## src/rtl/piso_tx.sv

```systemverilog
// piso_tx: parallel-in serial-out transmitter.
// A word accepted on load_valid & load_ready is shifted out one bit per
// shift_en cycle. The last-bit cycle can accept the next word directly, so
// back-to-back words stream out with no gap between them.
//
// state | meaning
// IDLE  | no word in flight; load_ready=1, serial outputs held at 0
// SHIFT | word in flight; sout presents the current bit of shreg
module piso_tx #(
  parameter int WIDTH     = 4,
  parameter int LSB_FIRST = 1
) (
  input  logic             clk,
  input  logic             rst,
  input  logic             load_valid,
  input  logic [WIDTH-1:0] load_data,
  output logic             load_ready,
  input  logic             shift_en,
  output logic             sout,
  output logic             sout_valid,
  output logic             busy,
  output logic             done
);

  localparam int CW = $clog2(WIDTH);
  localparam logic [CW-1:0] LAST = CW'(WIDTH - 1);

  typedef enum logic {IDLE = 1'b0, SHIFT = 1'b1} state_t;

  state_t           state;
  logic [WIDTH-1:0] shreg;
  logic [CW-1:0]    cnt;
  logic             last_bit;
  logic             out_bit;

  // Last bit of the word is consumed this cycle.
  assign last_bit   = (state == SHIFT) && (cnt == LAST) && shift_en;
  assign load_ready = (state == IDLE) || last_bit;

  // The output end of the register depends on the bit order.
  assign out_bit    = (LSB_FIRST != 0) ? shreg[0] : shreg[WIDTH-1];

  // Serial outputs are decoded from registered state; zero in IDLE.
  assign busy       = (state == SHIFT);
  assign sout_valid = (state == SHIFT);
  assign sout       = (state == SHIFT) && out_bit;

  // FSM, shift register, bit counter and done pulse.
  always_ff @(posedge clk or negedge rst) begin
    if (!rst) begin
      state <= IDLE;
      shreg <= '0;
      cnt   <= '0;
      done  <= 1'b0;
    end else begin
      done <= 1'b0;
      case (state)
        IDLE: begin
          if (load_valid) begin
            shreg <= load_data;
            cnt   <= '0;
            state <= SHIFT;
          end
        end
        SHIFT: begin
          if (shift_en) begin
            if (cnt == LAST) begin
              done <= 1'b1;
              if (load_valid) begin
                shreg <= load_data;
                cnt   <= '0;
              end else begin
                shreg <= '0;
                cnt   <= '0;
                state <= IDLE;
              end
            end else begin
              if (LSB_FIRST != 0) begin
                shreg <= {1'b0, shreg[WIDTH-1:1]};
              end else begin
                shreg <= {shreg[WIDTH-2:0], 1'b0};
              end
              cnt <= cnt + 1'b1;
            end
          end
        end
        default: state <= IDLE;
      endcase
    end
  end

endmodule

```

## config.mk

```make
export PLATFORM = sky130hd
export DESIGN_NAME = piso_tx
export DESIGN_NICKNAME = d
export VERILOG_FILES = /design/src/rtl/piso_tx.sv
export SDC_FILE = /design/constraint.sdc
export NUM_CORES = 1
export LEC_CHECK = 0
export CAP_MARGIN = 15
export CORE_AREA = 10 10 47 49
export CTS_BUF_LIST = sky130_fd_sc_hd__clkbuf_4 sky130_fd_sc_hd__clkbuf_8 sky130_fd_sc_hd__clkbuf_16
export DETAILED_ROUTE_END_ITERATION = 7
export DIE_AREA = 0 0 57 59
export DONT_BUFFER_PORTS = 1
export GPL_TIMING_DRIVEN = 0
export HOLD_SLACK_MARGIN = 0.08
export RECOVER_POWER = 100
export SYNTH_ARGS = -nofsm -noshare
export SYNTH_HDL_FRONTEND = slang
export SYNTH_SLANG_ARGS = --single-unit
```

## constraint.sdc

```tcl
create_clock -name clk -period 1.81 [get_ports clk]
set_input_delay 0.2715 -clock clk [delete_from_list [all_inputs] [get_ports clk]]
set_output_delay 0.2715 -clock clk [all_outputs]
set_load 0.005 [all_outputs]
```

* Word level (Yosys, flattened, before mapping)
Cells that the tools add are included.
** Word-level totals
- Output and inout bits :: 5
- RAM bits :: 0
- ROM bits :: 0
- Memories kept :: 0
- Bits in registers :: 8
- Bits in latches :: 0
- Word-level logic and storage cells :: 30
** Operators by class
- Add/subtract/negate cells :: 1
- Bitwise logic cells :: 1
- Shift-type cells :: 0
- $lt $le $gt $ge :: 0
- $mul :: 0
- Reduce and logical (&&, ||, !) cells :: 5
- Divide/modulo/power cells :: 0
- Muxes and demuxes :: 16
- Eq/ne operators :: 3
** Operators by type and width (count)
- $mux W4 :: 4
- $pmux W4 S2 :: 1
- $mux W1 :: 6
- $mux W2 :: 3
- $ne A2 B2 Y1 const B :: 2
- $pmux W2 S2 :: 1
- $logic_and A1 B1 Y1 :: 3
- $add A2 B1 Y2 const B :: 1
- $eq A2 B2 Y1 const B :: 1
- $pmux W1 S2 :: 1
- $reduce_and A2 Y1 :: 1
- $logic_or A1 B1 Y1 :: 1
- $not A1 Y1 :: 1

* Depth between registers and ports, before layout
- Depth in word-level cells :: 4
- Mapped depth :: 4
- Gate-level depth less buffers :: 4

* Least setup slack after synthesis
No wires, ideal clock.
- Kind :: reg2reg
- Start point :: register cnt[0]
- End point :: register cnt[1]
- Data arrival time :: 1144 ps
- Setup time :: 121 ps
- Setup slack :: 545 ps
- Cell stages (with the launch flop) :: 4
- Path buffers :: 0
- Clock period less this slack :: 1265 ps
- Path through :: dfrtp_1 -> ha_1 -> mux2_4 -> a22o_1
** Between the ends
- Longest elaborated chain between the ends :: 4
- Elaborated cells on any way between the ends :: 5
** Ends and longest elaborated chain
- start: declaration :: RTL line 32 : logic [CW-1:0] cnt;
- start signal: assignment :: RTL line 83 : cnt <= cnt + 1'b1;
- $add A2 B1 Y2 / $eq A2 B2 Y1 (equally long branches) :: RTL line 83, 67
- $mux W2 (*) :: RTL line 67 : if (cnt == LAST) begin
- $mux W2 (*) :: RTL line 66 : if (shift_en) begin
- $pmux W2 S2 (*) :: RTL line 57 : case (state)
Every way passes the cells marked *; elsewhere a longest branch is shown, timed or not. The select of a mux whose other input is x is not followed.
A chain may end at the register's enable or synchronous reset.

* Worst setup path after layout
- Start point :: register cnt[0]
- End point :: output port load_ready
** Between the ends
- Longest elaborated chain between the ends :: 4
** Ends and longest elaborated chain
- $eq A2 B2 Y1 :: RTL line 37 : assign last_bit = (state == SHIFT) && (cnt == LAST) && shift_en;
- $logic_and A1 B1 Y1 (2 in series) :: RTL line 37
- $logic_or A1 B1 Y1 :: RTL line 38 : assign load_ready = (state == IDLE) || last_bit;
- end: declaration :: RTL line 17 : output logic load_ready,
Every way passes these cells.

==> reports/metrics.cfg <==
[synthesis]
postSynthAreaPerCell_sq_um = 10.2
synth_nets = 58
synth-xor-area-share_pct = 0
synthSimpleGateAreaFrac_pct = 20.9
yosys_warnings = 0
synth_top_family_by_area = simple AND/OR/NAND/NOR gates
yosysMostFrequentCell = dfrtp_1
synth_compound_area_share_pct = 11.7
synth_common_cells = dfrtp_1 (8), mux2i_1 (6), nand2b_1 (5), and3_1 (4)
synthCells = 48
ys_seq_elements = 8
synth_top_area_share_pct = 40.7
yosys-top-cells-area = dfrtp_1 (41%), mux2i_1 (12%), nand2b_1 (6.4%)
synth_ff_type = dfrtp_1
netlist_area_sq_um = 492
synthAdderAreaFrac_pct = 5.09
synth_area_leader_cell = dfrtp_1
muxShareOfSynthArea_pct = 15.3
ys_seq_area_share_pct = 40.7
synth_edf_count = 0
synth_cell_types = 19
async_flop_share_pct = 100

[floorplanning]
die_h_um = 59
rows = 14
io_pins = 13
die_w_um = 57
initial_utilization_pct = 35.1
fp.dieArea_sq_um = 3360
core_sq_um = 1400

[sta]
fin_ws_ns = 0.348
tns_ns = 0
fin_skew_ns = 0.00137
hold_viol = 0
slew_viol_final = 0
setup_viol = 0
period_share_pct = 80.7
period_needed_ns = 1.46
tightestPinTransition_ns = 0.374
rsz0062_at_grt = false
timing.fmax_ghz = 0.684
maxSlewHeadroom_pct = 75.0

[worst_hold_path]
worstHoldEndpoint = shreg[3]$_DFFE_PN0P_
hold_start = load_data[3]
whs_path_depth = 2
hold_class = input pin to flop

[cells_and_area]
drive_gt1_share_pct = 11.5
stdcell_count = 68
fill_cells = 152
nNetsFinal = 64
area_delta_synth_final_pct = 7.89
final_area_sq_um = 531
diodes = 0

[worst_setup_path]
max_stage_delay_ns = 0.41
worstPathCellList = ha_1 -> nand2_1 -> nand2_1
path_class = flop to output pin
cp_slowest_cell = dfrtp_1
worstReg2RegStart = cnt[0]$_DFFE_PN0P_
critical_path_required_ns = 1.54
ff2ff_path_depth = 3
path_common_cell = nand2_1
r2r_end = cnt[1]$_DFFE_PN0P_
crit_path_end_kind = output pin
arrival_ns = 1.19
startpoint_type = flop
r2r_setup_slack_ns = 0.44
path_max_fanout = 8

[clocking]
clk_pin_slew_ns = 0.06
cts_max_path_buffers = 2
cts_root_buffer = clkbuf_4
tritoncts = built
htreeDepth = 1
cts.sinks = 8
clkLatencyLatePin_ns = 0.26
cts_buffers = 3

[pwr]
cellInternalPower_uw = 464
comb_power_share_pct = 36.7
swShare_pct = 35.8
power_uw = 723
leakage_nw = 0.248
ir_drop_mv = 0.597
power_density_nw_per_um2 = 1360
power_frac_clock_pct = 19.5
seqPwrFrac_pct = 43.7
switchingPower_uw = 259

[detailed_routing]
antenna_left = 0
first_pass_iters = 3
drt-total-wl_um = 1050
routed_via_density = 5.13
drtIter0Drc = 5
post-route-drc-count = 0
vias = 349
post_drt_wl_per_cell_um = 15.4

[job]
maxCapViolCount = 0

[placement]
placed_area_sq_um = 512
dp_slack_ns = 0.484
portBuffers = 0
gp_congestion = 0.672
dpl.cell_count = 64

[grt]
grt_pass1_wl_um = 1790
antenna_found_initial = 0
grt_pass1_vias = 367
grt-ovfl-total = 0
track_usage_pct = 6.99
grt_max_degree = 11

[run_status]
outcome = finished clean

power groups by stage:
stage	registers (mW)	clock network [mW]	logic, mW
4_1_cts	0.317	0.148	0.296
5_1_grt	0.331	0.158	0.313
6_report	0.316	0.141	0.266
2_1_floorplan	0.301	0	0.247
3_3_place_gp	0.319	0	0.281
3_5_place_dp	0.319	0	0.291
cells in the final DEF (no fill, tap or decap), drive strengths merged, types with 2 or more instances in the layout:
cell type  n
clkbuf     4
and3       4
nand2      3
o21ai      3
nand3      3
dfrtp      8
buf        3
o22ai      3
mux2i      6
nand2b     5
ha         2
nor2       2
logic make-up (layout without fill, tap and decap cells):
group | after synthesis | count (layout)
AND/OR/NAND/NOR | 19 | 19
AO/OA/AOI/OAI | 8 | 8
flip-flops | 8 | 8
multiplexers | 7 | 7
buffers and inverters | 4 | 8
adder cells (fa/ha/maj) | 2 | 2
registers in the layout, summed over array words and instances (netlist names):
signal	cells
busy	1
cnt	2
done	1
shreg	4
timing repair:
action,CTS,global route
endpoints found under the setup margin,0,0
hold buffers,1,0
gates resized for setup,0,0
hold endpoints to repair,8,0
buffers inserted,0,0
through the flow:
stage          hold WS [ns]  utilization (%)
3_3_place_gp        -0.0238             36.5
2_1_floorplan       -0.0241                -
3_5_place_dp        -0.0238             36.5
5_1_grt               0.192             37.9
6_report              0.198             37.9
4_1_cts               0.189             38.8
critical path: cells and delay by family, from the launching register on:
kind	cells	cell delay [ns]
fa+ha+maj	1	0.33
flops	1	0.41
simple gates	2	0.19
metal layers:
layer / routed length (um) / part of all wire [%] / vias up / GRT usage, %
met5: 0 / 0 / - / 0
met1: 492 / 47 / 156 / 8.05
met4: 0 / 0 / 0 / 2.01
li1: - / - / 180 / -
met2: 425 / 40 / 13 / 9.30
met3: 132 / 13 / 0 / 6.01
layout make-up:
cell class | instances | area [sq um] | share of cell area, %
multi-input cells | 36 | 250 | 47.2
flip-flops and latches | 8 | 200 | 37.7
plain buffers | 4 | 27.5 | 5.19
clock buffers | 3 | 22.5 | 4.25
well taps | 16 | 20.0 | 3.77
repair buffers | 1 | 10.0 | 1.89
worst max path at each step:
stage,startpoint,end,slack [ns],cells after the start
finish,cnt[0]$_DFFE_PN0P_,load_ready,0.35,3
CTS,cnt[0]$_DFFE_PN0P_,load_ready,0.34,3
global placement,cnt[0]$_DFFE_PN0P_,cnt[1]$_DFFE_PN0P_,0.52,3
global route,cnt[0]$_DFFE_PN0P_,load_ready,0.22,3
floorplan,cnt[0]$_DFFE_PN0P_,cnt[1]$_DFFE_PN0P_,0.54,3
detailed placement,cnt[0]$_DFFE_PN0P_,cnt[1]$_DFFE_PN0P_,0.48,3
(Power assumes the default switching activity.)
